### src/rtl/redmule_tile_pkg.sv
// Shared OBI/HCI data-port types for the core-to-cluster path, plus the bridge tag entry.
// Latency: none (types only). Backpressure: none. The tag entry carries an err bit only under OBI2HCI_ERR_EN.
package redmule_tile_pkg;

    localparam int unsigned ObiAddrWidth = 32;
    localparam int unsigned ObiDataWidth = 32;
    localparam int unsigned ObiBeWidth   = ObiDataWidth / 8;
    localparam int unsigned ObiIdWidth   = 1;
    localparam int unsigned HciUserWidth = 1;

    typedef struct packed {
        logic [ObiAddrWidth-1:0] addr;
        logic                    we;
        logic [ObiDataWidth-1:0] wdata;
        logic [ObiBeWidth-1:0]   be;
        logic [ObiIdWidth-1:0]   aid;
    } core_obi_a_t;

    typedef struct packed {
        logic        req;
        core_obi_a_t a;
        logic        rready;
    } core_obi_data_req_t;

    typedef struct packed {
        logic       exokay;
        logic [0:0] ruser;
        logic [0:0] rchk;
    } core_obi_r_optional_t;

    typedef struct packed {
        logic [ObiDataWidth-1:0] rdata;
        logic [ObiIdWidth-1:0]   rid;
        logic                    err;
        core_obi_r_optional_t    r_optional;
    } core_obi_r_t;

    typedef struct packed {
        logic        gnt;
        logic        rvalid;
        core_obi_r_t r;
    } core_obi_data_rsp_t;

    typedef struct packed {
        logic                    req;
        logic [ObiAddrWidth-1:0] add;
        logic                    wen;
        logic [ObiDataWidth-1:0] data;
        logic [ObiBeWidth-1:0]   be;
        logic [ObiBeWidth-1:0]   boffs;
        logic                    lrdy;
        logic [HciUserWidth-1:0] user;
    } core_hci_data_req_t;

    typedef struct packed {
        logic                    gnt;
        logic                    r_valid;
        logic [ObiDataWidth-1:0] r_data;
    } core_hci_data_rsp_t;

`ifdef OBI2HCI_ERR_EN
    typedef struct packed {
        logic [ObiIdWidth-1:0] rid;
        logic                  err;
    } tag_entry_t;
`else
    typedef struct packed {
        logic [ObiIdWidth-1:0] rid;
    } tag_entry_t;
`endif

    // Misaligned word accesses and empty byte masks are answered locally with an error.
    function automatic logic obi_local_err(input logic [ObiAddrWidth-1:0] addr,
                                           input logic [ObiBeWidth-1:0]   be);
        return (addr[1:0] != 2'b00) || (be == '0);
    endfunction

endpackage

### src/rtl/obi2hci_tag_fifo.sv
// In-order tag store for granted-but-unanswered bridge transactions.
// Latency: push visible at head one cycle later. Backpressure: full/empty from registered occupancy; push at full and pop at empty are ignored.
module obi2hci_tag_fifo
    import redmule_tile_pkg::*;
#(
    parameter int unsigned Depth = 2
) (
    input  logic       clk_i,
    input  logic       rst_i,
    input  logic       push_i,
    input  tag_entry_t push_dat_i,
    input  logic       pop_i,
    output tag_entry_t head_dat_o,
    output logic       full_o,
    output logic       empty_o
);

    localparam int unsigned PtrW = (Depth > 1) ? $clog2(Depth) : 1;
    localparam int unsigned CntW = $clog2(Depth + 1);
    localparam logic [PtrW-1:0] LastPtr  = PtrW'(Depth - 1);
    localparam logic [CntW-1:0] DepthCnt = CntW'(Depth);

    tag_entry_t [Depth-1:0] mem_q, mem_d;
    logic [PtrW-1:0] wr_ptr_q, wr_ptr_d;
    logic [PtrW-1:0] rd_ptr_q, rd_ptr_d;
    logic [CntW-1:0] cnt_q, cnt_d;
    logic            do_push;
    logic            do_pop;

    function automatic logic [PtrW-1:0] ptr_inc(input logic [PtrW-1:0] p);
        return (p == LastPtr) ? '0 : p + PtrW'(1);
    endfunction

    assign full_o     = (cnt_q == DepthCnt);
    assign empty_o    = (cnt_q == '0);
    assign do_push    = push_i && !full_o;
    assign do_pop     = pop_i && !empty_o;
    assign head_dat_o = mem_q[rd_ptr_q];

    always_comb begin
        mem_d    = mem_q;
        wr_ptr_d = wr_ptr_q;
        rd_ptr_d = rd_ptr_q;
        cnt_d    = cnt_q;
        if (do_push) begin
            mem_d[wr_ptr_q] = push_dat_i;
            wr_ptr_d        = ptr_inc(wr_ptr_q);
        end
        if (do_pop) begin
            rd_ptr_d = ptr_inc(rd_ptr_q);
        end
        case ({do_push, do_pop})
            2'b10:   cnt_d = cnt_q + CntW'(1);
            2'b01:   cnt_d = cnt_q - CntW'(1);
            default: cnt_d = cnt_q;
        endcase
    end

    always_ff @(posedge clk_i) begin
        if (rst_i) begin
            mem_q    <= '0;
            wr_ptr_q <= '0;
            rd_ptr_q <= '0;
            cnt_q    <= '0;
        end else begin
            mem_q    <= mem_d;
            wr_ptr_q <= wr_ptr_d;
            rd_ptr_q <= rd_ptr_d;
            cnt_q    <= cnt_d;
        end
    end

endmodule

### src/rtl/obi2hci_bridge.sv
// OBI data port to HCI bridge; OBI2HCI_ERR_EN adds local error responses for misaligned / empty-mask requests.
// Latency: zero-cycle request/grant path, responses follow HCI r_valid. Backpressure: requests stall at MaxOutstanding tags; lrdy follows rready.
module obi2hci_bridge
    import redmule_tile_pkg::*;
#(
    parameter int unsigned MaxOutstanding = 2,
    parameter int unsigned IdWidth        = 1
) (
    input  logic               clk_i,
    input  logic               rst_i,
    input  core_obi_data_req_t obi_req_i,
    output core_obi_data_rsp_t obi_rsp_o,
    output core_hci_data_req_t hci_req_o,
    input  core_hci_data_rsp_t hci_rsp_i
);

    if (IdWidth != ObiIdWidth) begin : g_id_width_chk
        $error("IdWidth must equal redmule_tile_pkg::ObiIdWidth");
    end
    if ((MaxOutstanding < 1) || ((MaxOutstanding & (MaxOutstanding - 1)) != 0)) begin : g_depth_chk
        $error("MaxOutstanding must be a power of two and at least 1");
    end

    tag_entry_t push_tag;
    tag_entry_t head_tag;
    logic       tag_full;
    logic       tag_empty;
    logic       tag_push;
    logic       tag_pop;
    logic       loc_err;
    logic       head_err;
    logic       fwd_req;

`ifdef OBI2HCI_ERR_EN
    assign loc_err  = obi_local_err(obi_req_i.a.addr, obi_req_i.a.be);
    assign head_err = head_tag.err;
`else
    assign loc_err  = 1'b0;
    assign head_err = 1'b0;
`endif

    always_comb begin
        push_tag     = '0;
        push_tag.rid = obi_req_i.a.aid;
`ifdef OBI2HCI_ERR_EN
        push_tag.err = loc_err;
`endif
    end

    always_comb begin
        hci_req_o = '0;
        obi_rsp_o = '0;

        // Full is registered, so a same-cycle pop never opens a slot for this request.
        fwd_req         = obi_req_i.req && !tag_full && !loc_err && !rst_i;
        hci_req_o.req   = fwd_req;
        hci_req_o.add   = obi_req_i.a.addr;
        hci_req_o.wen   = !obi_req_i.a.we;
        hci_req_o.data  = obi_req_i.a.wdata;
        hci_req_o.be    = obi_req_i.a.be;
        hci_req_o.lrdy  = !rst_i && !tag_empty && !head_err && obi_req_i.rready;

        obi_rsp_o.gnt   = (fwd_req && hci_rsp_i.gnt) ||
                          (!rst_i && obi_req_i.req && loc_err && !tag_full);

        obi_rsp_o.r.rid = head_tag.rid;
        if (head_err) begin
            // Locally errored entries answer on their own, independent of HCI.
            obi_rsp_o.rvalid  = !rst_i && !tag_empty;
            obi_rsp_o.r.rdata = '0;
            obi_rsp_o.r.err   = 1'b1;
        end else begin
            obi_rsp_o.rvalid  = !rst_i && !tag_empty && hci_rsp_i.r_valid;
            obi_rsp_o.r.rdata = hci_rsp_i.r_data;
            obi_rsp_o.r.err   = 1'b0;
        end

        tag_push = obi_rsp_o.gnt;
        tag_pop  = obi_rsp_o.rvalid && obi_req_i.rready;
    end

    obi2hci_tag_fifo #(
        .Depth (MaxOutstanding)
    ) i_tag_fifo (
        .clk_i      (clk_i),
        .rst_i      (rst_i),
        .push_i     (tag_push),
        .push_dat_i (push_tag),
        .pop_i      (tag_pop),
        .head_dat_o (head_tag),
        .full_o     (tag_full),
        .empty_o    (tag_empty)
    );

    // An HCI response with nothing outstanding is a protocol violation; it is dropped.
    assert property (@(posedge clk_i) disable iff (rst_i)
        !(hci_rsp_i.r_valid && tag_empty));

endmodule

### config.mk
export PLATFORM = sky130hd
export DESIGN_NAME = obi2hci_bridge
export DESIGN_NICKNAME = d
export VERILOG_FILES = /design/src/rtl/redmule_tile_pkg.sv /design/src/rtl/obi2hci_tag_fifo.sv /design/src/rtl/obi2hci_bridge.sv
export SDC_FILE = /design/constraint.sdc
export NUM_CORES = 1
export LEC_CHECK = 0
export CELL_PAD_IN_SITES_DETAIL_PLACEMENT = 0
export CELL_PAD_IN_SITES_GLOBAL_PLACEMENT = 1
export CORE_ASPECT_RATIO = 1.25
export CORE_MARGIN = 2
export CORE_UTILIZATION = 11
export CTS_BUF_LIST = sky130_fd_sc_hd__clkbuf_16
export DETAILED_ROUTE_END_ITERATION = 8
export PLACE_DENSITY_LB_ADDON = 0.1
export SETUP_SLACK_MARGIN = 0.4
export SYNTH_ARGS = -nofsm -noshare
export SYNTH_HDL_FRONTEND = slang
export SYNTH_HIERARCHICAL = 1
export SYNTH_SLANG_ARGS = --single-unit
### constraint.sdc
create_clock -name clk_i -period 2.6 [get_ports clk_i]
set_clock_uncertainty 0.1 [all_clocks]
set_input_delay 0.65 -clock clk_i [delete_from_list [all_inputs] [get_ports clk_i]]
set_output_delay 0.65 -clock clk_i [all_outputs]
set_load 0.02 [all_outputs]
==> flow_metrics.py <==
metrics = {
    "status": {
        "status": "finished, final reports clean",
    },
    "clock_tree": {
        "path_clk_slew_ns": 0.03,
        "cts.sinks": 6,
        "clock_latency_ns": 0.22,
        "hold_buffers": 0,
        "cts_root_buf": "clkbuf_16",
        "htreeDepth": 1,
        "clockBufferDepth": 2,
        "cts-buffers-inserted": 3,
        "cts_tree": "yes",
    },
    "placed_design": {
        "dpl_worst_slack_ns": -0.3383,
        "place_congestion": 0.5838,
        "port_buffers": 13,
        "dp_hpwl_um": 1797,
    },
    "worst_setup_path": {
        "r2r_cells": 8,
        "critPathCaptureType": "output pin",
        "arrival_ns": 1.40,
        "r2r_setup_slack_ns": 0.55,
        "worstSetupStartpointType": "primary input",
        "criticalPathCategory": "primary input to output pin",
        "cp.required_ns": 1.85,
        "worstPathMaxFanout": 1,
        "r2r-end": "i_tag_fifo/cnt_q[1]",
        "rr_startpoint": "i_tag_fifo/cnt_q[0]",
    },
    "synth": {
        "yosysSeqAreaShare": 0.1012,
        "yosysWarningCount": 6,
        "synth_area_leader_cell": "buf_4",
        "ys_types": 24,
        "ys_ff_latch": 6,
        "syn_area_per_cell_um2": 7.916,
        "yosysTopAreaCellShare": 0.7081,
        "synth_area_leaders": "buf_4 (71%), dfxtp_1 (10%), and4bb_2 (2.1%), nor3b_1 (1.9%), nand2b_1 (1.6%)",
        "syn_area_um2": 1187,
        "syn-instance-count": 150,
    },
    "die": {
        "fp-row-count": 42,
        "start_util": 0.1124,
        "coreArea_um2": 10560,
        "die_area_um2": 11650,
        "die_height_um": 120.2,
        "io-pin-count": 223,
        "die_w_um": 96.93,
    },
    "global_route": {
        "grt_first_pass_wirelength_um": 3291,
        "grt_pass1_vias": 552,
        "grt_max_degree": 7,
        "grt_overflow": 0,
        "antenna_found_initial": 0,
        "track_usage": 0.03950,
    },
    "job": {
        "drv_cap": 0,
    },
    "routing": {
        "dr_wl_met2_um": 825,
        "drc": 0,
        "ant_nets": 0,
        "routedLengthMet1_um": 594,
        "top_layer": "met4",
        "wl_per_cell_um": 10.94,
        "first_iter_violations": 8,
        "firstDrtPassIters": 2,
        "wl_met3_um": 379,
        "vias_per_cell": 2.377,
        "wl_um": 2232,
        "via_count": 485,
    },
    "worst_hold_path": {
        "hold_class": "register to register",
        "hold_end": "i_tag_fifo/mem_q[0]",
        "hp-start": "i_tag_fifo/mem_q[0]",
        "hold_depth": 2,
    },
    "cells_and_area": {
        "drive_gt1_frac": 0.4444,
        "mostFrequentLayoutCell": "buf_4",
        "final_cell_mix": "buf_4 (10), conb_1 (9), dfxtp_1 (5), nor3b_2 (4), dlygate4sd2_1 (4)",
        "antenna-diode-count": 0,
        "fillCellCount": 1216,
        "synthToLayoutAreaGrowth_pct": -26.87,
        "fin_nets": 183,
    },
    "sta": {
        "holdWs_ns": 0.3705,
        "layout_setup_ws_ns": 0.4451,
        "rsz0062_at_grt": "false",
        "period_share": 0.8288,
        "fmax_mhz": 464.1,
        "finalMaxSlewViolations": 0,
        "final-setup-viol-count": 0,
        "period_needed_ns": 2.155,
        "hold_viol_final": 0,
    },
    "power": {
        "intPower_w": 0.0003201,
        "power_frac_clock": 0.609,
        "ir_worst_vdd_uv": 172.9,
        "comb_power_share": 0.147,
        "switching_share": 0.2110,
        "p_per_area_nw_per_um2": 467.3,
        "seqPwrFrac": 0.244,
        "power_switching_w": 0.00008561,
        "fin_total_pwr_w": 0.0004057,
        "p_leak_nw": 0.3342,
    },
}
==> metrics by stage <==
stage	TNS, ns	cells	utilization	area, µm²
3_3_place_gp	-1.195	197	0.06787	716.9
6_report	0	204	0.08221	868.3
3_5_place_dp	-1.139	197	0.06787	716.9
4_1_cts	0	204	0.08067	852.1
5_1_grt	0	204	0.08221	868.3
2_1_floorplan	0	158	-	1217
==> how the worst max path moves through the flow <==
stage	startpoint	to	slack, ns	depth (start not counted)
2_1_floorplan	rst_i	i_tag_fifo/cnt_q[1]	0.62	5
3_3_place_gp	rst_i	hci_req_o[75]	-0.33	4
3_5_place_dp	rst_i	hci_req_o[75]	-0.34	4
4_1_cts	obi_req_i[0]	hci_req_o[1]	0.40	3
5_1_grt	obi_req_i[38]	hci_req_o[42]	0.42	3
6_report	obi_req_i[38]	hci_req_o[42]	0.45	3
==> worst max-delay path, stage by stage <==
cell and delay, ns:
clkdlybuf4s50_1 0.45, inv_1 0.04, clkdlybuf4s15_1 0.27
==> layer usage <==
| layer | vias to the layer above | track usage |
|---|---|---|
| met1 | 193 | 0.02939 |
| li1 | 194 | - |
| met4 | 0 | 0.08275 |
| met3 | 58 | 0.02213 |
| met5 | - | 0 |
| met2 | 40 | 0.04731 |
==> final cells by class <==
class / instances / area (µm²) / area share
Multi-Input combinational cell: 38 / 302.8 / 0.3487
Timing Repair Buffer: 23 / 196.4 / 0.2262
Tap cell: 132 / 165.2 / 0.1902
Sequential cell: 6 / 121.4 / 0.1398
Clock buffer: 3 / 75.07 / 0.08646
Inverter: 2 / 7.507 / 0.008646
==> cell usage after synthesis, drive strengths merged <==
| library cell | n |
|---|---|
| xnor2 | 2 |
| nor3b | 4 |
| buf | 112 |
| o21ba | 1 |
| conb | 1 |
| and4bb | 2 |
| nand2b | 3 |
| a21boi | 1 |
| or3 | 1 |
| nand2 | 2 |
| xor2 | 1 |
| o21a | 1 |
| mux2 | 1 |
| nor2 | 3 |
| nand4 | 1 |
| o21ai | 2 |
| dfxtp | 6 |
| mux2i | 1 |
| inv | 2 |
| a21oi | 2 |
| ha | 1 |
==> registers in the layout, summed over array words and instances (netlist names) <==
register / flops
i_tag_fifo/wr_ptr_q: 1
i_tag_fifo/cnt_q: 2
i_tag_fifo/rd_ptr_q: 1
i_tag_fifo/mem_q: 2
==> repair_timing <==
action                                  CTS  global route
endpoints found under the setup margin    8             4
pin swaps                                 5             4
resized for setup                        39             7
buffers inserted                          4             0
==> cell families after synthesis <==
logic type,synth area share
other cells,0.003158
flops,0.1012
buf+inv,0.7144
fa+ha+maj,0.01054
simple gates,0.09273
xor+xnor,0.02213
mux,0.01791
compound gates,0.03793
==> power by group through the flow <==
stage           logic, W  clock network, W  registers [W]
2_1_floorplan   0.000267                 0      0.0000989
3_3_place_gp   0.0000580                 0      0.0000997
3_5_place_dp   0.0000579                 0      0.0000997
4_1_cts        0.0000607          0.000255      0.0000986
5_1_grt        0.0000659          0.000259      0.0000996
6_report       0.0000597          0.000247      0.0000990
Note: power is estimated with default switching activity, not from simulation.
